## config.mk

```make
export PLATFORM = sky130hd
export DESIGN_NAME = timer_ctrl_flat
export DESIGN_NICKNAME = d
export VERILOG_FILES = /design/src/rtl/timer_ctrl_if.sv /design/src/rtl/timer_ctrl.sv /design/src/flat_wrapper.sv
export SDC_FILE = /design/constraint.sdc
export NUM_CORES = 1
export LEC_CHECK = 0
export CORE_ASPECT_RATIO = 1.5
export CORE_MARGIN = 3
export CORE_UTILIZATION = 52
export CTS_CLUSTER_DIAMETER = 60
export CTS_CLUSTER_SIZE = 10
export DETAILED_ROUTE_END_ITERATION = 8
export MAX_ROUTING_LAYER = met4
export PLACE_DENSITY = 0.74
export SYNTH_ARGS = -nofsm -noshare
export SYNTH_HDL_FRONTEND = slang
export SYNTH_SLANG_ARGS = --single-unit
export TNS_END_PERCENT = 10
```

## constraint.sdc

```tcl
create_clock -name clk_1khz -period 1.6 [get_ports clk_1khz]
set_clock_uncertainty 0.15 [all_clocks]
set_input_delay 0.16 -clock clk_1khz [delete_from_list [all_inputs] [get_ports clk_1khz]]
set_output_delay 0.16 -clock clk_1khz [all_outputs]
set_load 0.005 [all_outputs]
```

## src/rtl/timer_ctrl_if.sv

```systemverilog
// timer_ctrl_if: board buttons, datapath status and control outputs around timer_ctrl.
// The slave modport is the sequencer; the master side is the board/datapath.
interface timer_ctrl_if;
    logic       start_btn, hr_btn, min_btn, sec_btn, zero_flag;
    logic       hr_inc, min_inc, sec_inc, run_en, clr, led;
    logic [1:0] state;
    modport master (
        output start_btn, hr_btn, min_btn, sec_btn, zero_flag,
        input  hr_inc, min_inc, sec_inc, run_en, clr, led, state
    );
    modport slave (
        input  start_btn, hr_btn, min_btn, sec_btn, zero_flag,
        output hr_inc, min_inc, sec_inc, run_en, clr, led, state
    );
endinterface

```

## src/rtl/timer_ctrl.sv

```systemverilog
// timer_ctrl: button conditioning plus IDLE/RUN/PAUSE/DONE sequencer for the countdown datapath.
// Define TIMER_AUTOREPEAT_EN to auto-repeat held hr/min/sec buttons while in IDLE/PAUSE.
module timer_ctrl #(
    parameter int DEBOUNCE_MS      = 20,
    parameter int ALARM_MS         = 5000,
    parameter int REPEAT_DELAY_MS  = 500,
    parameter int REPEAT_PERIOD_MS = 100
) (
    input logic         clk_1khz,
    input logic         reset_in,
    timer_ctrl_if.slave bus
);
    localparam logic [1:0] IDLE = 2'b00, RUN = 2'b01, PAUSE = 2'b10, DONE = 2'b11;
    localparam int DW = $clog2(DEBOUNCE_MS + 1);
    localparam int AW = $clog2(ALARM_MS + 1);

    logic [3:0]    raw, s1, s2, deb, deb_q, evt;
    logic [DW-1:0] db_cnt [4];
    logic [AW-1:0] alarm_cnt;
    logic [1:0]    state, state_nx;
    logic [2:0]    inc, rep;
    logic          clr, inc_ok, done_exit;

    if (DEBOUNCE_MS < 1 || REPEAT_PERIOD_MS < 1 || REPEAT_PERIOD_MS > REPEAT_DELAY_MS) begin : g_param_check
        $error("timer_ctrl: DEBOUNCE_MS must be >=1 and REPEAT_PERIOD_MS within 1..REPEAT_DELAY_MS");
    end

    // bit order everywhere: 0 start, 1 hr, 2 min, 3 sec
    assign raw       = {bus.sec_btn, bus.min_btn, bus.hr_btn, bus.start_btn};
    assign evt       = deb & ~deb_q;
    assign inc_ok    = (state == IDLE) || (state == PAUSE);
    assign done_exit = (|evt) || (alarm_cnt == AW'(ALARM_MS - 1));

    always_ff @(posedge clk_1khz or negedge reset_in) begin
        if (!reset_in) begin
            s1    <= '0;
            s2    <= '0;
            deb   <= '0;
            deb_q <= '0;
            for (int i = 0; i < 4; i++) db_cnt[i] <= '0;
        end else begin
            s1    <= raw;
            s2    <= s1;
            deb_q <= deb;
            for (int i = 0; i < 4; i++) begin
                if (s2[i] == deb[i]) db_cnt[i] <= '0;
                else if (db_cnt[i] == DW'(DEBOUNCE_MS - 1)) begin
                    deb[i]    <= s2[i];
                    db_cnt[i] <= '0;
                end else db_cnt[i] <= db_cnt[i] + 1'b1;
            end
        end
    end

`ifdef TIMER_AUTOREPEAT_EN
    localparam int RW = $clog2(REPEAT_DELAY_MS + 1);
    logic [RW-1:0] rpt_cnt [3];

    always_comb begin
        rep = '0;
        for (int i = 0; i < 3; i++) rep[i] = deb[i+1] && (rpt_cnt[i] == RW'(REPEAT_DELAY_MS));
    end

    // after the first repeat the counter reloads so it hits the delay value once per period
    always_ff @(posedge clk_1khz or negedge reset_in) begin
        if (!reset_in) for (int i = 0; i < 3; i++) rpt_cnt[i] <= '0;
        else for (int i = 0; i < 3; i++)
            rpt_cnt[i] <= !(deb[i+1] && inc_ok) ? '0 :
                          rep[i] ? RW'(REPEAT_DELAY_MS - REPEAT_PERIOD_MS) : rpt_cnt[i] + 1'b1;
    end
`else
    assign rep = '0;
`endif

    always_ff @(posedge clk_1khz or negedge reset_in) begin
        if (!reset_in) state <= IDLE;
        else state <= state_nx;
    end

    always_comb begin
        state_nx = state;
        case (state)
            IDLE:    if (evt[0] && !bus.zero_flag) state_nx = RUN;
            RUN:     state_nx = bus.zero_flag ? DONE : evt[0] ? PAUSE : RUN;
            PAUSE:   if (evt[0]) state_nx = RUN;
            default: if (done_exit) state_nx = IDLE;
        endcase
    end

    always_ff @(posedge clk_1khz or negedge reset_in) begin
        if (!reset_in) begin
            clr       <= 1'b0;
            inc       <= '0;
            alarm_cnt <= '0;
        end else begin
            clr       <= (state == DONE) && done_exit;
            inc       <= inc_ok ? (evt[3:1] | rep) : 3'b000;
            alarm_cnt <= (state == DONE) ? alarm_cnt + 1'b1 : '0;
        end
    end

    always_comb begin
        bus.state   = state;
        bus.led     = (state == DONE);
        bus.run_en  = (state == RUN) && !bus.zero_flag;
        bus.clr     = clr;
        bus.hr_inc  = inc[0];
        bus.min_inc = inc[1];
        bus.sec_inc = inc[2];
    end
endmodule

```

## src/flat_wrapper.sv

```systemverilog
// flat-port wrapper written by rule: the top's interface ports become plain ports
module timer_ctrl_flat 
#(
    parameter int DEBOUNCE_MS      = 20,
    parameter int ALARM_MS         = 5000,
    parameter int REPEAT_DELAY_MS  = 500,
    parameter int REPEAT_PERIOD_MS = 100
)
  (clk_1khz, reset_in, bus_start_btn, bus_hr_btn, bus_min_btn, bus_sec_btn, bus_zero_flag, bus_hr_inc, bus_min_inc, bus_sec_inc, bus_run_en, bus_clr, bus_led, bus_state);
  timer_ctrl_if bus_i ();
  input logic clk_1khz;
  input logic reset_in;
  input wire logic [$bits(bus_i.start_btn)-1:0] bus_start_btn;
  input wire logic [$bits(bus_i.hr_btn)-1:0] bus_hr_btn;
  input wire logic [$bits(bus_i.min_btn)-1:0] bus_min_btn;
  input wire logic [$bits(bus_i.sec_btn)-1:0] bus_sec_btn;
  input wire logic [$bits(bus_i.zero_flag)-1:0] bus_zero_flag;
  output wire logic [$bits(bus_i.hr_inc)-1:0] bus_hr_inc;
  output wire logic [$bits(bus_i.min_inc)-1:0] bus_min_inc;
  output wire logic [$bits(bus_i.sec_inc)-1:0] bus_sec_inc;
  output wire logic [$bits(bus_i.run_en)-1:0] bus_run_en;
  output wire logic [$bits(bus_i.clr)-1:0] bus_clr;
  output wire logic [$bits(bus_i.led)-1:0] bus_led;
  output wire logic [$bits(bus_i.state)-1:0] bus_state;
  assign bus_i.start_btn = bus_start_btn;
  assign bus_i.hr_btn = bus_hr_btn;
  assign bus_i.min_btn = bus_min_btn;
  assign bus_i.sec_btn = bus_sec_btn;
  assign bus_i.zero_flag = bus_zero_flag;
  assign bus_hr_inc = bus_i.hr_inc;
  assign bus_min_inc = bus_i.min_inc;
  assign bus_sec_inc = bus_i.sec_inc;
  assign bus_run_en = bus_i.run_en;
  assign bus_clr = bus_i.clr;
  assign bus_led = bus_i.led;
  assign bus_state = bus_i.state;
  timer_ctrl #(.DEBOUNCE_MS(DEBOUNCE_MS), .ALARM_MS(ALARM_MS), .REPEAT_DELAY_MS(REPEAT_DELAY_MS), .REPEAT_PERIOD_MS(REPEAT_PERIOD_MS)) u_core (.clk_1khz(clk_1khz), .reset_in(reset_in), .bus(bus_i));
endmodule
```

Word level (Yosys, flattened, before mapping) --
Cells that the tools add are included. W data, S select, Z words.
Operators by class: eq/ne operators 14, add/sub/neg operators 5, bitwise gates (word level) 6, reductions and logical operators 14, multiplexer cells 16
Operator list (count):
- $mux W5 | 8
- $add A5 B1 Y5 const B | 4
- $eq A5 B5 Y1 const B | 4
- $add A13 B1 Y13 const B | 1
- $eq A13 B13 Y1 const B | 1
- $mux W13 | 1
- $mux W2 | 5
- $reduce_and A2 Y1 | 4
- $pmux W2 S3 | 1
- $and A4 B4 Y4 | 1
- $eq A1 B1 Y1 | 4
- $eq A2 B2 Y1 const B | 2
- $not A1 Y1 | 4
- $not A4 Y4 | 1
- $reduce_bool A4 Y1 | 1
- $reduce_or A4 Y1 | 1
- $logic_and A1 B1 Y1 | 3
- $mux W3 | 1
- $reduce_and A3 Y1 | 1
- $eq A2 B1 Y1 const B | 1
- $logic_not A2 Y1 | 1
- $logic_or A1 B1 Y1 | 2
- $ne A2 B1 Y1 const B | 1
- $ne A2 B2 Y1 const B | 1
- $logic_not A1 Y1 | 1
Word-level totals: flip-flop bits (word level) 55, logic and storage cells 70, input port bits 7

Longest topological paths before layout --
Gate-level depths: netlist (run 1).
depth in word-level cells 6, depth in mapped cells 6, gate-level depth less buffers 6

Least setup slack after synthesis (run 1) --
OpenSTA, ideal clock, no wires.
path kind register -> register, start point register u_core.state[0], in the netlist u_core.bus.state[0], end point register u_core.state[0], in the netlist u_core.bus.state[0], data required time 1.325 ns, buffers on the path 0, arrival time 1.477 ns, cell stages (with the launch flop) 7, slack -0.152 ns, library setup time 0.125 ns, cells stage by stage dfrtp_1 inv_1 ha_1 nor2_1 a21oi_1 a31oi_2 mux2_4
On the way: longest elaborated chain between the ends 3, elaborated cells between the ends (all ways) 8
Ends and longest elaborated chain:
- from (decl) | RTL line timer_ctrl.sv:20 | logic [1:0] state, state_nx;
- from (signal assigned) | RTL line timer_ctrl.sv:77 | else state <= state_nx;
- $eq A2 B2 Y1, or another cell as far along | RTL line timer_ctrl.sv:82 | case (state)
- $ne A2 B1 Y1 (no line), or another cell as far along
- $reduce_and A3 Y1 (no line)
Parallel ways exist; a longest one is shown, timed or not. A chain may end at the register's enable or synchronous reset.

Final worst setup path (run 1) --
Same ends and word-level chain as after synthesis.

==> results of run 1 <==
[worst max-delay path, delay by kind of cell (launching register included)]
kind / cells / cell delay [ns]
flip-flops: 1 / 0.41
multiplexers: 1 / 0.32
adder cells (fa/ha/maj): 1 / 0.16
AO/OA/AOI/OAI: 2 / 0.26
AND/OR/NAND/NOR: 1 / 0.08
buffers and inverters: 2 / 0.22
[logic make-up (layout without fill, tap and decap cells)]
kind of cell / Yosys count / after routing / synth area share
buffers and inverters: 9 / 57 / 0.0141
multiplexers: 9 / 9 / 0.0427
AO/OA/AOI/OAI: 18 / 18 / 0.0541
flip-flops: 55 / 55 / 0.573
XOR/XNOR: 20 / 20 / 0.0729
AND/OR/NAND/NOR: 85 / 85 / 0.197
adder cells (fa/ha/maj): 9 / 9 / 0.0469
[placed cells by master (no fill, tap or decap), types with 6 or more instances in the layout]
cell,instances
buf_4,25
xor2_1,7
clkdlybuf4s50_1,9
nand2_1,9
xnor2_1,13
and2_1,11
mux2_2,6
nor2_1,14
nor2b_1,10
nand3_1,10
o21ai_0,9
clkbuf_8,6
dfrtp_1,55
[Yosys cell counts (4+ instances only)]
master / instances / share of area
nor3_1: 6 / 0.012
and2_1: 11 / 0.029
nand2b_1: 4 / 0.010
nor3b_1: 4 / 0.012
xnor2_1: 13 / 0.047
inv_1: 7 / 0.011
nand4_1: 4 / 0.010
mux2_2: 6 / 0.028
dfrtp_1: 55 / 0.57
o21ai_0: 9 / 0.019
nand2_1: 9 / 0.014
xor2_1: 7 / 0.026
nor2_1: 16 / 0.025
ha_1: 9 / 0.047
nand3_1: 10 / 0.021
nor2b_1: 11 / 0.029
[worst paths after layout]
| kind | end | slack, ns | cells past startpoint |
|---|---|---|---|
| worst max register to register | u_core.bus.state[0] | -0.10 | 7 |
| worst min-delay path | u_core.s1[3] | 0.14 | 1 |
| min in group asynchronous | u_core.db_cnt[13] | 0.22 | 3 |
| worst min register to register | u_core.s2[0] | 0.21 | 0 |
| max in group asynchronous | u_core.s2[0] | 0.83 | 3 |
| worst max-delay path | u_core.bus.state[0] | -0.10 | 7 |
[state kept, by name, summed over array words and instances, names as in the netlist, 2 cells and up]
signal,cells
u_core.db_cnt,20
u_core.inc,3
u_core.alarm_cnt,13
u_core.s1,4
u_core.s2,4
u_core.deb_q,4
u_core.deb,4
u_core.bus.state,2
[timing repair]
action | CTS | global route
endpoints found under the setup margin | 6 | 7
buffers inserted | 2 | 0
endpoints found under the hold margin | 55 | 0
hold buffers | 1 | 0
pin swaps | 1 | 1
gates resized for setup | 18 | 7
[stage by stage]
step | setup TNS (ns) | hold WS [ns] | util
finish | -0.102 | 0.136 | 0.689
global placement | -0.0763 | 0.0277 | 0.648
global route | -0.268 | 0.126 | 0.689
CTS | -0.0949 | 0.126 | 0.684
floorplan | -0.0491 | -0.286 | -
detailed placement | -0.0951 | 0.0282 | 0.648
[where the power goes]
part           switching, mW  internal [mW]
clock                  0.413          0.340
sequential            0.0493           1.46
combinational          0.374          0.459
total                  0.836           2.25
[routing by layer]
layer / part of all wire / track usage / vias to the layer above
li1: - / - / 783
met2: 0.51 / 0.280 / 17
met4: 0.022 / 0.0830 / 0
met3: 0.029 / 0.0390 / 7
met1: 0.44 / 0.212 / 773
met5: 0 / - / -
[layout make-up]
type | instances | share of cell area
clock buffer | 6 | 0.0275
clock inverter | 1 | 0.00167
inverter | 7 | 0.0104
multi-input combinational | 141 | 0.360
sequential | 55 | 0.459
tap | 46 | 0.0192
timing repair buffer | 43 | 0.122
==> impl_metrics.env, run 1 <==
export IMPL_dp_cells=289
export IMPL_postLayoutSetupSlackWorst_ns=-0.102
export IMPL_layout_area_seq_mm2=0.00138
export IMPL_stdcell_count=299
export IMPL_cts_path_max_buffers=2
export IMPL_io_buffer_count=14
export IMPL_cpPeakStageDelay_ns=0.41
export IMPL_floorplan_initialDensity=0.552
export IMPL_run_status="finished with violations"
export IMPL_grt_start_max_net_pins=56
export IMPL_fp_dieW_um=61.5
export IMPL_design_die_area_mm2=0.00549
export IMPL_synth_async_sr_flop_share=1.00
export IMPL_post_synth_num_cell_types=31
export IMPL_timing_final_hold_violations=0
export IMPL_area_growth_synth_to_final_pct=24.8
export IMPL_finalNetCount=269
export IMPL_area_taken_by_multi_input_logic_gates_mm2=0.00108
export IMPL_route_detailed_drc=0
export IMPL_mappedNetlistNets=221
export IMPL_die_h_um=89.3
export IMPL_finalWeightedCongestion=0.799
export IMPL_tritoncts="yes"
export IMPL_setup_viol_count_final=1
export IMPL_final_antenna_diode_count=0
export IMPL_number_of_antenna_violations_at_the_first_check_in_global_routing=0
export IMPL_post_route_cell_area_mm2=0.00300
export IMPL_core_area_mm2=0.00435
export IMPL_drive_above_1_share=0.241
export IMPL_worst_setup_path_end_kind="flop"
export IMPL_holdCritPathClass="in -> reg"
export IMPL_synth_yosys_seq_area_share=0.573
export IMPL_first_pass_iters=4
export IMPL_fillers=331
export IMPL_std_cell_rows=29
export IMPL_grt_pass1_wl_mm=6.98
export IMPL_htree_levels=2
export IMPL_crit_path_start="u_core.bus.state[0]"
export IMPL_vias=1580
export IMPL_cts_root_buffer_cell="clkbuf_8"
export IMPL_number_of_sinks_driven_by_the_clock_tree=55
export IMPL_final_routed_wirelength_mm=3.95
export IMPL_dp_hpwl_mm=2.71
export IMPL_global_route_total_overflow=0
export IMPL_crit_path_start_kind="flop"
export IMPL_max_clk_rate_mhz=587
export IMPL_vdd_drop_max_mv=0.628
export IMPL_detailedPlace_worstSlack_ns=-0.0712
export IMPL_worstPathMaxFanout=3
export IMPL_pin_count=15
export IMPL_cts_buffers_inserted=5
export IMPL_synth_area_mm2=0.00240
export IMPL_slew_limit_headroom=0.727
export IMPL_min_delay_start="bus_sec_btn"
export IMPL_syn_instance_count=205
export IMPL_maxCapViolations=0
export IMPL_clk_pin_slew_worst_paths_ns=0.09
export IMPL_cp_data_required_time_ns=1.65
export IMPL_clock_latency_ns=0.30
export IMPL_period_minus_slack_ns=1.70
export IMPL_rsz0062_at_grt="true"
export IMPL_wire_per_inst_um=13.2
export IMPL_dr_first_iter_drc_count=60
export IMPL_grt_pass1_vias=1633
export IMPL_tightest_slew_ns=0.406
export IMPL_power_leakage_nw=1.41
export IMPL_layout_worst_path_cycle_share=1.06
export IMPL_ys_flop_type="dfrtp_1"
export IMPL_worst_ep_arrival_time_ns=1.75
export IMPL_violations="setup timing"
export IMPL_synth_enable_flop_cells=0
export IMPL_drtAntennaViolNets=0
export IMPL_critical_path_slowest_cell="dfrtp_1"
export IMPL_seq_cells_post_synth=55
export IMPL_timing_max_transition_violations_final=0
export IMPL_timing_worst_setup_path_type="reg -> reg"
export IMPL_total_power_mw=3.09
export IMPL_worstReg2RegStart="u_core.bus.state[0]"
export IMPL_power_density_cell_area_mw_per_mm2=1030
export IMPL_avgViaCountPerCell=5.28
export IMPL_warnings_synthesis=0
export IMPL_synthesis_area_per_instance_um2=11.7
export IMPL_timing_critical_path_cells="buf_6, inv_2, ha_4, nand2_1, a21oi_2, a31oi_4, mux2_4"
export IMPL_groute_usage_overall=0.177
export IMPL_placement_cell_area_mm2=0.00282
(Power assumes the default switching activity.)
==> run 2: changes to the inputs <==
==> constraint.sdc (replaced) <==
create_clock -name clk_1khz -period 1.6 [get_ports clk_1khz]
set_clock_uncertainty 0.15 [all_clocks]
set_input_delay 0.32 -clock clk_1khz [delete_from_list [all_inputs] [get_ports clk_1khz]]
set_output_delay 0.32 -clock clk_1khz [all_outputs]
set_load 0.005 [all_outputs]
==> run 2 against run 1 <==
Compared with the run above: the run still ends with setup timing left; via count grew 2.7%; register-to-register slack is essentially flat; power is essentially flat; critical path depth is the same; hold slack gained 0.070 ns; die area is the same; maximum frequency shrank 0.61%.
==> impl_metrics.env, run 2 (synthesis gave the netlist of run 1 again) <==
export IMPL_run_status="finished with violations"
export IMPL_violations="setup timing"
export IMPL_slew_limit_headroom=0.719
export IMPL_crit_path_start_kind="flop"
export IMPL_post_route_cell_area_mm2=0.00302
export IMPL_critical_path_n_buffers_inverters=2
export IMPL_net_switching_power_mw=0.853
export IMPL_grt_pass1_wl_mm=7.09
export IMPL_number_of_antenna_violations_at_the_first_check_in_global_routing=0
export IMPL_number_of_sinks_driven_by_the_clock_tree=55
export IMPL_cts_root_buffer_cell="clkbuf_8"
export IMPL_die_h_um=89.3
export IMPL_dp_hpwl_mm=2.79
export IMPL_timing_final_hold_violations=0
export IMPL_grt_start_max_net_pins=56
export IMPL_cts_buffers_inserted=5
export IMPL_power_leakage_nw=1.43
export IMPL_worstPathMaxFanout=3
export IMPL_tightest_slew_ns=0.419
export IMPL_rsz0062_at_grt="true"
export IMPL_setup_viol_count_final=4
export IMPL_core_area_mm2=0.00435
export IMPL_first_pass_iters=4
export IMPL_htree_levels=2
export IMPL_cpPeakStageDelay_ns=0.44
export IMPL_final_antenna_diode_count=0
export IMPL_postLayoutSetupSlackWorst_ns=-0.113
export IMPL_stdcell_count=301
export IMPL_area_growth_synth_to_final_pct=25.5
export IMPL_grt_met2_usage=0.312
export IMPL_clock_share_of_power=0.240
export IMPL_floorplan_initialDensity=0.552
export IMPL_path_delay_family="flip-flops"
export IMPL_largest_reg_flops=20
export IMPL_grt_pass1_vias=1719
export IMPL_power_density_cell_area_mw_per_mm2=1020
export IMPL_finalWeightedCongestion=0.773
export IMPL_route_detailed_drc=0
export IMPL_dr_first_iter_drc_count=49
export IMPL_mostFrequentLayoutCell="dfrtp_1"
export IMPL_share_comb_of_total_power=0.267
export IMPL_drive_above_1_share=0.267
export IMPL_period_minus_slack_ns=1.71
export IMPL_clock_latency_ns=0.31
export IMPL_largest_register="u_core.db_cnt"
export IMPL_grt_busiest_layer="met2"
export IMPL_vdd_drop_max_mv=0.677
export IMPL_timing_max_transition_violations_final=0
export IMPL_grtUsageMet3=0.0419
export IMPL_critical_path_slowest_cell="dfrtp_2"
export IMPL_io_buffer_count=14
export IMPL_global_route_usage_met1=0.188
export IMPL_vias=1622
export IMPL_final_core_utilization=0.693
export IMPL_drtAntennaViolNets=0
export IMPL_groute_usage_overall=0.179
export IMPL_total_power_mw=3.09
export IMPL_max_clk_rate_mhz=584
export IMPL_timing_worst_setup_path_type="reg -> reg"
export IMPL_timing_hold_ws_ns=0.205
export IMPL_cell_internal_pwr_mw=2.24
export IMPL_worst_setup_path_end_kind="flop"
export IMPL_worst_ep_arrival_time_ns=1.77
export IMPL_fp_dieW_um=61.5
export IMPL_timing_critical_path_cells="buf_12, inv_2, ha_4, nor2_4, a21oi_2, a31oi_2, mux2_4"
export IMPL_placement_cell_area_mm2=0.00282
export IMPL_cp_data_required_time_ns=1.65
export IMPL_detailedPlace_worstSlack_ns=-0.224
export IMPL_clk_pin_slew_worst_paths_ns=0.10
export IMPL_wire_per_inst_um=13.8
export IMPL_std_cell_rows=29
export IMPL_layout_worst_path_cycle_share=1.07
export IMPL_finalNetCount=270
export IMPL_power_sequential_fraction=0.493
export IMPL_dp_cells=288
export IMPL_cts_path_max_buffers=2
export IMPL_fin_tns_setup_ns=-0.298
export IMPL_design_die_area_mm2=0.00549
export IMPL_pin_count=15
export IMPL_holdCritPathClass="reg -> reg"
export IMPL_switching_share=0.276
export IMPL_tritoncts="yes"
export IMPL_final_routed_wirelength_mm=4.15
export IMPL_avgViaCountPerCell=5.39
export IMPL_final_cell_mix="54 x dfrtp_1, 27 x buf_4, 15 x nor2_1"
export IMPL_top_regs="u_core.db_cnt: 20 flops, u_core.alarm_cnt: 13 flops"
export IMPL_global_route_total_overflow=0
export IMPL_maxCapViolations=0
-- run 2: changes by cell type in the layout (fill, tap and decap cells not counted), sizes merged --
cell	change
clkdlybuf4s50	-4
clkbuf	+1
clkinvlp	+1
dlygate4sd2	+2
buf	+2
-- run 2: final cells by class --
type	count	area, µm²
well taps	46	57.6
flip-flops and latches	55	1380
repair buffers	44	373
clock inverters	2	12.5
fillers	313	1340
multi-input cells	141	1100
clock buffers	6	72.6
inverters	7	26.3
-- run 2: timing repair --
action                                  in CTS  in global routing
pin swaps                                    3                  3
endpoints found under the setup margin       9                 12
resized for setup                           25                 11
endpoints found under the hold margin       55                  0
hold buffers                                 1                  0
buffers inserted                             4                  0
-- run 2: layer usage --
layer | vias to the layer above | part of all wire
li1 | 792 | -
met5 | - | 0
met1 | 807 | 0.41
met4 | 0 | 0.018
met2 | 18 | 0.55
met3 | 5 | 0.024
-- run 2: path summary, 6_finish.rpt --
| check | end | slack [ns] | depth (start not counted) | start |
|---|---|---|---|---|
| worst max-delay path | u_core.bus.state[0] | -0.11 | 7 | u_core.bus.state[0] |
| worst min-delay path | u_core.s2[3] | 0.21 | 0 | u_core.s1[3] |
| worst max register to register | u_core.bus.state[0] | -0.11 | 7 | u_core.bus.state[0] |
| worst min register to register | u_core.s2[3] | 0.21 | 0 | u_core.s1[3] |
| max in group asynchronous | u_core.db_cnt[17] | 0.67 | 3 | reset_in |
| min in group asynchronous | u_core.db_cnt[13] | 0.38 | 3 | reset_in |
-- run 2: worst reg2reg max path, stage by stage (launching register included) --
cell	delay (ns)
dfrtp_2	0.44
buf_12	0.12
inv_2	0.05
ha_4	0.17
nor2_4	0.11
a21oi_2	0.04
a31oi_2	0.21
mux2_4	0.32
-- run 2: power groups by stage --
stage / Clock [mW] / Combinational [mW] / Sequential [mW]
final: 0.741 / 0.826 / 1.52
after detailed placement: 0 / 0.652 / 1.54
after floorplan: 0 / 0.358 / 1.54
after global routing: 0.824 / 0.908 / 1.53
after CTS: 0.759 / 0.808 / 1.52
after global placement: 0 / 0.637 / 1.54
==> run 3: changes to the inputs <==
--- a/config.mk
+++ b/config.mk
@@ -7,12 +7,13 @@
 export LEC_CHECK = 0
 export CORE_ASPECT_RATIO = 1.5
 export CORE_MARGIN = 3
-export CORE_UTILIZATION = 52
+export CORE_UTILIZATION = 50
 export CTS_CLUSTER_DIAMETER = 60
 export CTS_CLUSTER_SIZE = 10
 export DETAILED_ROUTE_END_ITERATION = 8
 export MAX_ROUTING_LAYER = met4
-export PLACE_DENSITY = 0.74
+export PLACE_DENSITY = 0.72
+export SKIP_LAST_GASP = 1
 export SYNTH_ARGS = -nofsm -noshare
 export SYNTH_HDL_FRONTEND = slang
 export SYNTH_SLANG_ARGS = --single-unit
==> run 3 against run 2 <==
Compared with the run above: routed wire length fell by 1.4%; maximum frequency up 0.48%; via count fell by 1.3%; first-iteration DRC count down 24%; sequential share of layout area shrank 0.56 points; the run still ends with setup timing left.
==> impl_metrics.env, run 3 (synthesis gave the netlist of run 1 again) <==
export IMPL_timing_final_hold_violations=0
export IMPL_final_cell_mix="54 x dfrtp_1, 27 x buf_4, 15 x nor2_1"
export IMPL_grt_start_max_net_pins=21
export IMPL_vias=1601
export IMPL_clock_share_of_power=0.293
export IMPL_core_area_mm2=0.00458
export IMPL_slew_limit_headroom=0.700
export IMPL_r2r_end="u_core.bus.state[0]"
export IMPL_vdd_drop_max_mv=0.861
export IMPL_fillers=379
export IMPL_fin_tns_setup_ns=-0.313
export IMPL_tritoncts="yes"
export IMPL_layout_area_seq_mm2=0.00138
export IMPL_stdcell_count=321
export IMPL_tightest_slew_ns=0.450
export IMPL_number_of_sinks_driven_by_the_clock_tree=55
export IMPL_endpoint="u_core.bus.state[0]"
export IMPL_setup_viol_count_final=4
export IMPL_power_sequential_fraction=0.475
export IMPL_clock_latency_ns=0.30
export IMPL_largest_register="u_core.db_cnt"
export IMPL_fp_dieW_um=62.6
export IMPL_cp_data_required_time_ns=1.65
export IMPL_layout_worst_path_cycle_share=1.07
export IMPL_holdCritPathClass="reg -> reg"
export IMPL_htree_levels=2
export IMPL_final_routed_wirelength_mm=4.09
export IMPL_finalNetCount=272
export IMPL_violations="setup timing"
export IMPL_dp_cells=310
export IMPL_io_buffer_count=14
export IMPL_maxCapViolations=0
export IMPL_drtAntennaViolNets=0
export IMPL_share_comb_of_total_power=0.232
export IMPL_timing_reg2reg_worst_path_depth=7
export IMPL_number_of_antenna_violations_at_the_first_check_in_global_routing=0
export IMPL_first_pass_iters=4
export IMPL_mostFrequentLayoutCell="dfrtp_1"
export IMPL_dp_hpwl_mm=2.94
export IMPL_avgViaCountPerCell=4.99
export IMPL_drive_above_1_share=0.245
export IMPL_rsz0062_at_grt="true"
export IMPL_dr_first_iter_drc_count=37
export IMPL_period_minus_slack_ns=1.70
export IMPL_cell_internal_pwr_mw=2.39
export IMPL_wire_per_inst_um=12.8
export IMPL_pin_count=15
export IMPL_area_taken_by_multi_input_logic_gates_mm2=0.00105
export IMPL_cts_buffers_inserted=5
export IMPL_top_regs="u_core.db_cnt: 20 flops, u_core.alarm_cnt: 13 flops"
export IMPL_worst_ep_arrival_time_ns=1.75
export IMPL_global_route_total_overflow=0
export IMPL_grt_pass1_wl_mm=7.10
export IMPL_run_status="finished with violations"
export IMPL_placement_cell_area_mm2=0.00288
export IMPL_timing_worst_setup_path_type="reg -> reg"
export IMPL_crit_path_start="u_core.bus.state[1]"
export IMPL_floorplan_initialDensity=0.525
export IMPL_worstPathMaxFanout=3
export IMPL_switching_share=0.254
export IMPL_cts_root_buffer_cell="clkbuf_8"
export IMPL_power_density_cell_area_mw_per_mm2=1050
export IMPL_crit_path_start_kind="flop"
export IMPL_rrSetupSlack_ns=-0.10
export IMPL_power_leakage_nw=1.42
export IMPL_final_antenna_diode_count=0
export IMPL_timing_max_transition_violations_final=0
export IMPL_net_switching_power_mw=0.811
export IMPL_grt_pass1_vias=1621
export IMPL_groute_usage_overall=0.165
export IMPL_worstReg2RegStart="u_core.bus.state[1]"
export IMPL_design_die_area_mm2=0.00569
export IMPL_clk_pin_slew_worst_paths_ns=0.09
export IMPL_route_detailed_drc=0
export IMPL_largest_reg_flops=20
export IMPL_cts_path_max_buffers=2
export IMPL_area_growth_synth_to_final_pct=27.1
export IMPL_finalWeightedCongestion=0.785
export IMPL_max_clk_rate_mhz=587
export IMPL_worst_setup_path_end_kind="flop"
export IMPL_std_cell_rows=30
export IMPL_post_route_cell_area_mm2=0.00305
export IMPL_postLayoutSetupSlackWorst_ns=-0.105
export IMPL_die_h_um=90.9
## run 3: area by class of cell
class	count	area share
clock inverter	2	0.0115
timing repair buffer	46	0.133
inverter	7	0.00860
tap	64	0.0262
multi-input combinational	141	0.342
sequential	55	0.451
clock buffer	6	0.0270
## run 3: through the flow
step	worst slack, ns	util	hold slack, ns	power (mW)
floorplan	-0.0491	-	-0.126	1.89
CTS	-0.177	0.661	0.204	3.17
global route	-0.171	0.667	0.215	3.37
finish	-0.105	0.667	0.205	3.20
global placement	-0.227	0.629	0.130	2.19
detailed placement	-0.225	0.629	0.144	2.20
## run 3: power groups by stage
stage	Clock, mW	Sequential (mW)	Combinational, mW
floorplan	0	1.54	0.358
global placement	0	1.54	0.650
detailed placement	0	1.54	0.663
CTS	0.961	1.51	0.699
global route	1.02	1.53	0.824
finish	0.936	1.52	0.744
## run 3: worst max-delay path, cell delays in order (launching register included)
cell	delay, ns
dfrtp_1	0.38
inv_2	0.05
buf_4	0.14
ha_4	0.17
nor2_4	0.12
a21oi_2	0.05
a31oi_2	0.21
mux2_4	0.32
## run 3: how the worst min path moves through the flow
stage	start	to	slack, ns	depth (start not counted)
floorplan	reset_in	u_core.alarm_cnt[0]	-0.13	0
finish	u_core.s1[1]	u_core.s2[1]	0.20	0
global placement	reset_in	u_core.bus.clr	0.13	1
global route	u_core.s1[1]	u_core.s2[1]	0.21	0
detailed placement	reset_in	u_core.bus.clr	0.14	1
CTS	u_core.s1[1]	u_core.s2[1]	0.20	0
## run 3: layer usage
metal,track usage,share of wire,vias to the layer above
li1,-,-,792
met1,0.181,0.42,774
met2,0.285,0.52,28
met3,0.0286,0.026,7
met4,0.0866,0.027,0
met5,-,0,-
## run 3: timing repair
| item | CTS | global route |
|---|---|---|
| buffers inserted | 2 | 0 |
| pin swaps | 2 | 1 |
| hold buffers | 1 | 0 |
| endpoints found under the hold margin | 15 | 0 |
| setup endpoints to repair | 9 | 17 |
| resized for setup | 7 | 11 |
| gates cloned | 0 | 0 |
